`config.mk`:
```
export PLATFORM = sky130hd
export DESIGN_NAME = dm_mmio_bridge
export DESIGN_NICKNAME = d
export VERILOG_FILES = /design/src/rtl/dm_bridge_pkg.sv /design/src/rtl/dm_bridge_regs.sv /design/src/rtl/dm_mmio_bridge.sv
export SDC_FILE = /design/constraint.sdc
export NUM_CORES = 1
export LEC_CHECK = 0
export ABC_AREA = 1
export CAP_MARGIN = 30
export CORE_MARGIN = 4
export CORE_UTILIZATION = 46
export CTS_BUF_LIST = sky130_fd_sc_hd__clkbuf_4 sky130_fd_sc_hd__clkbuf_8 sky130_fd_sc_hd__clkbuf_16
export DETAILED_ROUTE_END_ITERATION = 10
export GPL_ROUTABILITY_DRIVEN = 0
export PLACE_DENSITY = 0.82
export SYNTH_ARGS = -nofsm -noshare
export SYNTH_HDL_FRONTEND = slang
export SYNTH_SLANG_ARGS = --single-unit
```
`constraint.sdc`:
```
create_clock -name clk -period 1.8 [get_ports clk]
set_clock_uncertainty 0.1 [all_clocks]
set_input_delay 0.36 -clock clk [delete_from_list [all_inputs] [get_ports clk]]
set_output_delay 0.36 -clock clk [all_outputs]
set_load 0.02 [all_outputs]
```
`src/rtl/dm_bridge_pkg.sv`:
```
// Shared constants and types for the data-memory MMIO bridge.
// Register offsets are byte offsets from the window base.
package dm_bridge_pkg;

    localparam logic [7:0] OFF_CYCLE   = 8'h00;
    localparam logic [7:0] OFF_STORES  = 8'h04;
    localparam logic [7:0] OFF_SCRATCH = 8'h08;
    localparam logic [7:0] OFF_WDOG    = 8'h10;
    localparam logic [7:0] OFF_HALT    = 8'hFC;

    localparam logic [7:0] HALT_MAGIC  = 8'hFF;

    typedef enum logic {
        PASS = 1'b0,
        REG  = 1'b1
    } rd_sel_e;

endpackage

```
`src/rtl/dm_bridge_regs.sv`:
```
// Register file, run counters and registered read mux for the MMIO bridge.
// Optional watchdog is compiled in with DM_BRIDGE_WATCHDOG_EN.
module dm_bridge_regs
    import dm_bridge_pkg::*;
#(
    parameter int WDOG_LIMIT = 100000
) (
    input  logic        clk,
    input  logic        rst,
    input  logic        hit,
    input  logic [7:0]  off,
    input  logic [3:0]  w_en,
    input  logic [31:0] write_data,
    input  logic        store_hit,
    output logic [31:0] rdata,
    output logic        halt,
    output logic [31:0] cycle_count,
    output logic [15:0] store_count,
    output logic        wdog_timeout
);

    logic [31:0] cycle_reg;
    logic [15:0] store_reg;
    logic        halt_reg;
    logic [31:0] scratch;
    logic [31:0] rdata_reg;
    logic [31:0] rd_mux;
    logic        scratch_wr;
    logic        halt_set;

    assign scratch_wr = hit && (off == OFF_SCRATCH);
    assign halt_set   = hit && (off == OFF_HALT) && w_en[0] && (write_data[7:0] == HALT_MAGIC);

    for (genvar gi = 0; gi < 4; gi++) begin : g_scratch_lane
        logic [7:0] lane_reg;
        always_ff @(posedge clk) begin
            if (rst) begin
                lane_reg <= '0;
            end else if (scratch_wr && w_en[gi]) begin
                lane_reg <= write_data[gi*8 +: 8];
            end
        end
        assign scratch[gi*8 +: 8] = lane_reg;
    end

`ifdef DM_BRIDGE_WATCHDOG_EN
    logic [31:0] wdog_cnt_reg;
    logic        wdog_timeout_reg;
    logic [31:0] wdog_cnt_next;

    assign wdog_cnt_next = wdog_cnt_reg + 32'd1;

    always_ff @(posedge clk) begin
        if (rst) begin
            wdog_cnt_reg     <= '0;
            wdog_timeout_reg <= 1'b0;
        end else if (!halt_reg) begin
            wdog_cnt_reg <= wdog_cnt_next;
            if (wdog_cnt_next == 32'(WDOG_LIMIT)) begin
                wdog_timeout_reg <= 1'b1;
            end
        end
    end

    assign wdog_timeout = wdog_timeout_reg;
`else
    assign wdog_timeout = 1'b0;
`endif

    always_comb begin
        rd_mux = '0;
        case (off)
            OFF_CYCLE:   rd_mux = cycle_reg;
            OFF_STORES:  rd_mux = {16'h0000, store_reg};
            OFF_SCRATCH: rd_mux = scratch;
            OFF_HALT:    rd_mux = {31'b0, halt_reg};
`ifdef DM_BRIDGE_WATCHDOG_EN
            OFF_WDOG:    rd_mux = {wdog_timeout_reg, wdog_cnt_reg[30:0]};
`endif
            default:     rd_mux = '0;
        endcase
    end

    // Read data is snapshotted in the issue cycle, so a same-cycle write is not yet visible.
    always_ff @(posedge clk) begin
        if (rst) begin
            cycle_reg <= '0;
            store_reg <= '0;
            halt_reg  <= 1'b0;
            rdata_reg <= '0;
        end else begin
            rdata_reg <= rd_mux;
            if (!halt_reg) begin
                cycle_reg <= cycle_reg + 32'd1;
            end
            if (store_hit && (store_reg != 16'hFFFF)) begin
                store_reg <= store_reg + 16'd1;
            end
            if (halt_set) begin
                halt_reg <= 1'b1;
            end
`ifdef DM_BRIDGE_WATCHDOG_EN
            if (!halt_reg && (wdog_cnt_next == 32'(WDOG_LIMIT))) begin
                halt_reg <= 1'b1;
            end
`endif
        end
    end

    assign rdata       = rdata_reg;
    assign halt        = halt_reg;
    assign cycle_count = cycle_reg;
    assign store_count = store_reg;

endmodule

```
`src/rtl/dm_mmio_bridge.sv`:
```
// CPU data port to SRAM bridge with a small MMIO register window at the top of memory.
// Build option DM_BRIDGE_WATCHDOG_EN adds a run-length watchdog that forces halt.
module dm_mmio_bridge
    import dm_bridge_pkg::*;
#(
    parameter logic [15:0] MMIO_BASE  = 16'hFF00,
    parameter logic [15:0] ANS_BASE   = 16'h9000,
    parameter int          ANS_WORDS  = 48,
    parameter int          WDOG_LIMIT = 100000
) (
    input  logic        clk,
    input  logic        rst,
    input  logic [3:0]  dm_w_en,
    input  logic [15:0] dm_address,
    input  logic [31:0] dm_write_data,
    output logic [31:0] dm_read_data,
    output logic [3:0]  sram_w_en,
    output logic [15:0] sram_address,
    output logic [31:0] sram_write_data,
    input  logic [31:0] sram_read_data,
    output logic        halt,
    output logic [31:0] cycle_count,
    output logic [15:0] store_count,
    output logic        wdog_timeout
);

    localparam logic [16:0] ANS_LO = {1'b0, ANS_BASE};
    localparam logic [16:0] ANS_HI = {1'b0, ANS_BASE} + 17'(4 * ANS_WORDS);

    logic        hit;
    logic [7:0]  off;
    logic        store_hit;
    logic [31:0] reg_rdata;
    rd_sel_e     rd_sel_reg;
    logic        rd_live_reg;

    assign hit       = (dm_address[15:8] == MMIO_BASE[15:8]);
    assign off       = dm_address[7:0];
    assign store_hit = (dm_w_en != 4'b0000)
                    && ({1'b0, dm_address} >= ANS_LO)
                    && ({1'b0, dm_address} <  ANS_HI);

    assign sram_address    = dm_address;
    assign sram_write_data = dm_write_data;

    // Only HALT writes leak into SRAM so the end-of-test byte is visible in memory too.
    always_comb begin
        sram_w_en = dm_w_en;
        if (hit) begin
            sram_w_en = (off == OFF_HALT) ? dm_w_en : 4'b0000;
        end
    end

    always_ff @(posedge clk) begin
        if (rst) begin
            rd_sel_reg  <= PASS;
            rd_live_reg <= 1'b0;
        end else begin
            rd_sel_reg  <= hit ? REG : PASS;
            rd_live_reg <= 1'b1;
        end
    end

    // The first cycle after reset would show a load issued during reset; mask it to zero.
    always_comb begin
        dm_read_data = '0;
        if (rd_live_reg) begin
            dm_read_data = (rd_sel_reg == REG) ? reg_rdata : sram_read_data;
        end
    end

    dm_bridge_regs #(
        .WDOG_LIMIT (WDOG_LIMIT)
    ) u_regs (
        .clk          (clk),
        .rst          (rst),
        .hit          (hit),
        .off          (off),
        .w_en         (dm_w_en),
        .write_data   (dm_write_data),
        .store_hit    (store_hit),
        .rdata        (reg_rdata),
        .halt         (halt),
        .cycle_count  (cycle_count),
        .store_count  (store_count),
        .wdog_timeout (wdog_timeout)
    );

endmodule

```
; ---- After elaboration in Yosys (flattened, before gate mapping)
; Index checks and enable logic that the tools add are counted.
[word_totals]
register_bits = 115
latchBits = 0
elab_cells = 40
mem_count = 0
romBits = 0
ramBits = 0
input_bits = 86
out_inout_bits = 134
[op_classes]
order_cmp = 2
addsub = 2
shift = 0
bitwise = 0
n_mux = 7
mul = 0
eq_ne = 6
div = 0
n_reduce_logical = 13
[ops]
columns = cell, count
row1 = 32-bit one-hot mux with 4 select lines, 1
row2 = 32-bit two-way mux, 2
row3 = 32-bit by 1-bit adder with 32-bit output (second input constant), 1
row4 = 8-bit equality test (second input constant), 3
row5 = 16-bit by 1-bit adder with 16-bit output (second input constant), 1
row6 = 16-bit >= comparator (second input constant), 1
row7 = 16-bit less-than comparator (second input constant), 1
row8 = 16-bit != test (second input constant), 1
row9 = 1-bit logical AND, 11
row10 = 8-bit by 3-bit equality test with 1-bit output (second input constant), 1
row11 = 8-bit by 4-bit equality test with 1-bit output (second input constant), 1
row12 = 8-bit zero test, 1
row13 = 4-bit two-way mux, 2
row14 = 4-bit nonzero test, 1
row15 = 1-bit two-way mux, 2

; ---- Depth between registers and ports, before layout
[depth]
ltp_word = 4
mapped_depth = 10
depth_no_buf = 9

; ---- Modules after synthesis
; A second synthesis with hierarchy kept.
[unflattened]
cells_unflattened = 992
area_unflattened_um2 = 6446.2
[by_module_without_submodules]
columns = module, n_inst, seq_area_each_um2, cells_per_inst, area_each_um2
row1 = dm_bridge_regs, 1, 2262.2, 799, 5417.7
row2 = dm_mmio_bridge, 1, 40.0, 193, 1028.5

; ---- Worst setup path after synthesis
; No wires, ideal clock.
[synth_timing]
path_type = reg2reg
start = reg u_regs.store_reg[0] (netlist: u_regs.store_count[0])
end = reg u_regs.store_reg[0] (netlist: u_regs.store_count[0])
path_stages_with_launch = 10
synth_period_minus_slack_ns = 1.741
required_time_ns = 1.584
arrival_time_ns = 1.526
path_slack_ns = 0.059
setup_time_ns = 0.116
path_buffers = 1
path_cell_list = dfxtp_1 > ha_1 > nand3_1 > inv_2 > nand2_2 > nor2_1 > nor2_2 > buf_2 > nor2_1 > nor2_1
[synth_via]
elab_chain_len = 2
elab_cells_between_ends = 3
classes_between = add/sub: 1 / eq/ne: 1 / reduce/logical: 1
[synth_lines]
columns = element, line
row1 = "start, declared", dm_bridge_regs.sv:23  ; logic [15:0] store_reg;
row2 = "start signal, assigned", dm_bridge_regs.sv:97  ; store_reg <= store_reg + 16'd1;
row3 = branches (longest 2 deep; another with 16-bit by 1-bit adder with 16-bit output), --
; Parallel ways; which one is timed is not known.
; A chain may end at the register's enable or synchronous reset.

; ---- Worst setup path after layout
[layout_timing]
start = reg rd_sel_reg
end = out dm_read_data[21]
[layout_via]
elab_chain_len = 2
[layout_lines]
columns = element, line
row1 = "start, declared", dm_mmio_bridge.sv:34  ; rd_sel_e rd_sel_reg;
row2 = "start signal, assigned", dm_mmio_bridge.sv:59  ; rd_sel_reg <= hit ? REG : PASS;
row3 = 32-bit two-way mux, dm_mmio_bridge.sv:68  ; dm_read_data = (rd_sel_reg == REG) ? reg_rdata : sram_read_data;
row4 = 32-bit two-way mux, dm_mmio_bridge.sv:67  ; if (rd_live_reg) begin
row5 = "end, declared", dm_mmio_bridge.sv:16  ; output logic [31:0] dm_read_data,
; No other way between the ends.

==> results.md <==
* CTS H-tree depth at 4
* Power Density at between 600 and 700 mW/mm2
* Drt first pass iters at 6
* CTS tree: done
* Min-Delay Startpoint: u_regs.g_scratch_lane[1].lane_reg[4]$_SDFFE_PP0P_
* Area grow syn2layout at 55.2%
* Reg2reg setup slack at 0.06 ns
* CP Class: reg -> out
* Worst path required time at 1.34 ns
* Failing checks: negative setup slack
* CTS Root Cell: clkbuf_16
* Antenna Nets Post-Route at 0
* Worst Hold Path EP: u_regs.g_scratch_lane[1].lane_reg[4]$_SDFFE_PP0P_
* PnR Total Power at 0.00660 W
* Synth cell types at 34
* Final Cycle Share at 103%
* Clock Path Buffers at 2
* Antenna diode count at 0
* Die Wd at 124 um
* Syn Std Cell Area at 0.00619 mm2
* Final-layout fill cell count at 1018
* Pin count of the biggest net entering global routing at 33
* Syn nets at 1032
* Post-Route WL at 20500 um
* RSZ-0062 raised after global routing: true
* CP arrival at 1.40 ns
* FF-to-FF Start: u_regs.cycle_count[2]$_SDFFE_PP0N_
* Reg clk slew, reported paths at 0.05 ns
* Clk_lat worst skew at 0.41 ns
* I/O Pins at 220
* Most frequent cells in the layout: nand2_1 (184), nor2_1 (148), buf_4 (137), dfxtp_1 (112), inv_1 (102)
* Die Y at 124 um
* Final nets at 1302
* Total CTS buffers at 17
* PortBufs at about 220
* Max Fclk at 539 MHz
* EDFF count, synth at 0
* Setup-failing EPs final at 9
* Overflow after GRT at 0
* CP Capture Type: output pin
* Layout cells sized above 1 at just over 20%
* PnR worst setup slack at -0.0568 ns
* Cell depth of the worst flop-to-flop path at 7
* CP max stage delay at 0.37 ns
* Antenna violations before repair at 0
* Final Hold Viols at 0
* First-pass GRT wire length at approximately 32000 um
* Dominant synthesized flop cell: dfxtp_1
* CORE AREA at 0.0132 mm2
* First DRT Iteration DRCs at 642
* Leakage power at approximately 4.4 nW
* Initial Util at 46.9%
* Die area at 0.0154 mm2
* DP HPWL at about 15000 um
* Clock Sinks at 115
* Post-detailed-route via-to-cell ratio at 5.02
* R2R Path End: u_regs.cycle_count[21]$_SDFFE_PP0N_
* Setup crit start kind: flip-flop
* YS warnings at 0
* Hold/Removal Path Class: reg -> reg
* Total GRT Usage at about a quarter
* Final Util at between 70% and 80%
* Async set-reset flop share out of synthesis at 0%
* Largest fanout on the critical path at 5
* Reg area at about 0.0023 mm2
* # rows at 42
* Yosys reg bits at 115
* Wire per inst at 14.6 um
* Minimum clock period at 1.86 ns
* Slowest stage cell, crit path: dfxtp_4
* Status: finished with violations
* Drt drc at 0
* Gate Count Post-Synth at 944
* Crit-path cells: buf_6 > clkbuf_16 > o21ai_4 > nor2_1 > buf_4
* Commonest non-fill, non-tap cell in the layout: nand2_1
* Vias in the first global route at 6572
* Footprint of the multi-input gates at 0.00306 mm2
* Mean Syn Cell Area at 6.55 um2
* Max Cap Viol at 0
* Via count at 7040
* Peak VDD IR at 0.615 mV
* Setup TNS at -0.252 ns
* Hold Path Depth at 2
* Final slew viol count at 0
* Sequential area share after synthesis at 37.2%
-- synthesized netlist by cell type, types with 2 or more instances --
library cell	number	share of area, %
inv_2	6	0.36
o21ai_0	68	5.5
buf_4	54	6.6
nor2_2	5	0.51
nor2_1	174	11
xnor2_1	7	0.99
a21oi_1	57	4.6
a22oi_1	13	1.6
xor2_1	11	1.6
nor3_2	2	0.32
o21ai_1	10	0.81
nand2_1	184	11
nor3_1	10	0.81
clkbuf_1	20	1.2
inv_1	105	6.4
buf_2	9	0.73
nand2_2	2	0.20
nand3_1	61	4.9
nand4_1	15	1.5
ha_1	2	0.40
dfxtp_1	115	37
buf_6	2	0.36
-- routing by layer --
metal / vias to the layer above / track usage [%] / part of all wire, %
li1: 3495 / - / -
met1: 3135 / 32.5 / 39
met2: 364 / 43.6 / 48
met3: 46 / 6.09 / 11
met4: 0 / 9.86 / 2.0
met5: - / 0 / 0
-- layout make-up --
type	instances	area share (%)
timing repair buffer	337	31.4
tap	176	2.29
clock buffer	19	4.65
multi-input combinational	632	31.8
clock inverter	13	1.42
inverter	111	4.37
sequential	115	24.0
-- power by group --
group / switching, W / internal [W] / total (W)
clock network: 0.00118 / 0.00208 / 0.00326
registers: 0.00000878 / 0.00255 / 0.00256
logic: 0.000372 / 0.000411 / 0.000783
-- cells by family after synthesis --
group | after synthesis | synth area share, %
adder cells (fa/ha/maj) | 2 | 0.404
XOR/XNOR | 18 | 2.55
buffers and inverters | 197 | 15.7
other | 1 | 0.0606
AND/OR/NAND/NOR | 461 | 31.4
AO/OA/AOI/OAI | 150 | 12.7
flip-flops | 115 | 37.2
-- per-stage QoR --
step / instances / instance area [um2] / hold WS (ns) / setup slack, ns
6_report: 1403 / 9600 / 0.343 / -0.0568
5_1_grt: 1403 / 9600 / 0.366 / -0.0890
4_1_cts: 1398 / 9370 / 0.349 / -0.0831
3_5_place_dp: 1355 / 8900 / 0.340 / -0.803
3_3_place_gp: 1355 / 8900 / 0.332 / -0.724
2_1_floorplan: 944 / 6190 / 0.323 / 0.0585
-- worst max-delay path: cells and delay by family (launching register included) --
family	cells	cell delay (ns)
buf+inv	3	0.43
flops	1	0.37
compound gates	1	0.13
simple gates	1	0.06
-- worst max path at each step --
stage / start / end / slack [ns] / cells past startpoint
floorplan: u_regs.store_count[0]$_SDFFE_PP0P_ / u_regs.store_count[0]$_SDFFE_PP0P_ / 0.06 / 9
global placement: dm_address[5] / sram_w_en[2] / -0.72 / 9
detailed placement: dm_address[5] / sram_w_en[1] / -0.80 / 9
CTS: rd_sel_reg$_SDFF_PP0_ / dm_read_data[12] / -0.08 / 5
global route: rd_sel_reg$_SDFF_PP0_ / dm_read_data[21] / -0.09 / 5
finish: rd_sel_reg$_SDFF_PP0_ / dm_read_data[21] / -0.06 / 5
-- timing repair --
action                     in CTS  in global routing
pin swaps                      10                 16
setup buffers                  10                  4
cloned                          2                  1
gates resized for setup       283                 78
setup endpoints to repair     133                 76
hold buffers                    0                  0
No activity file was read; power rests on OpenSTA's default activity.
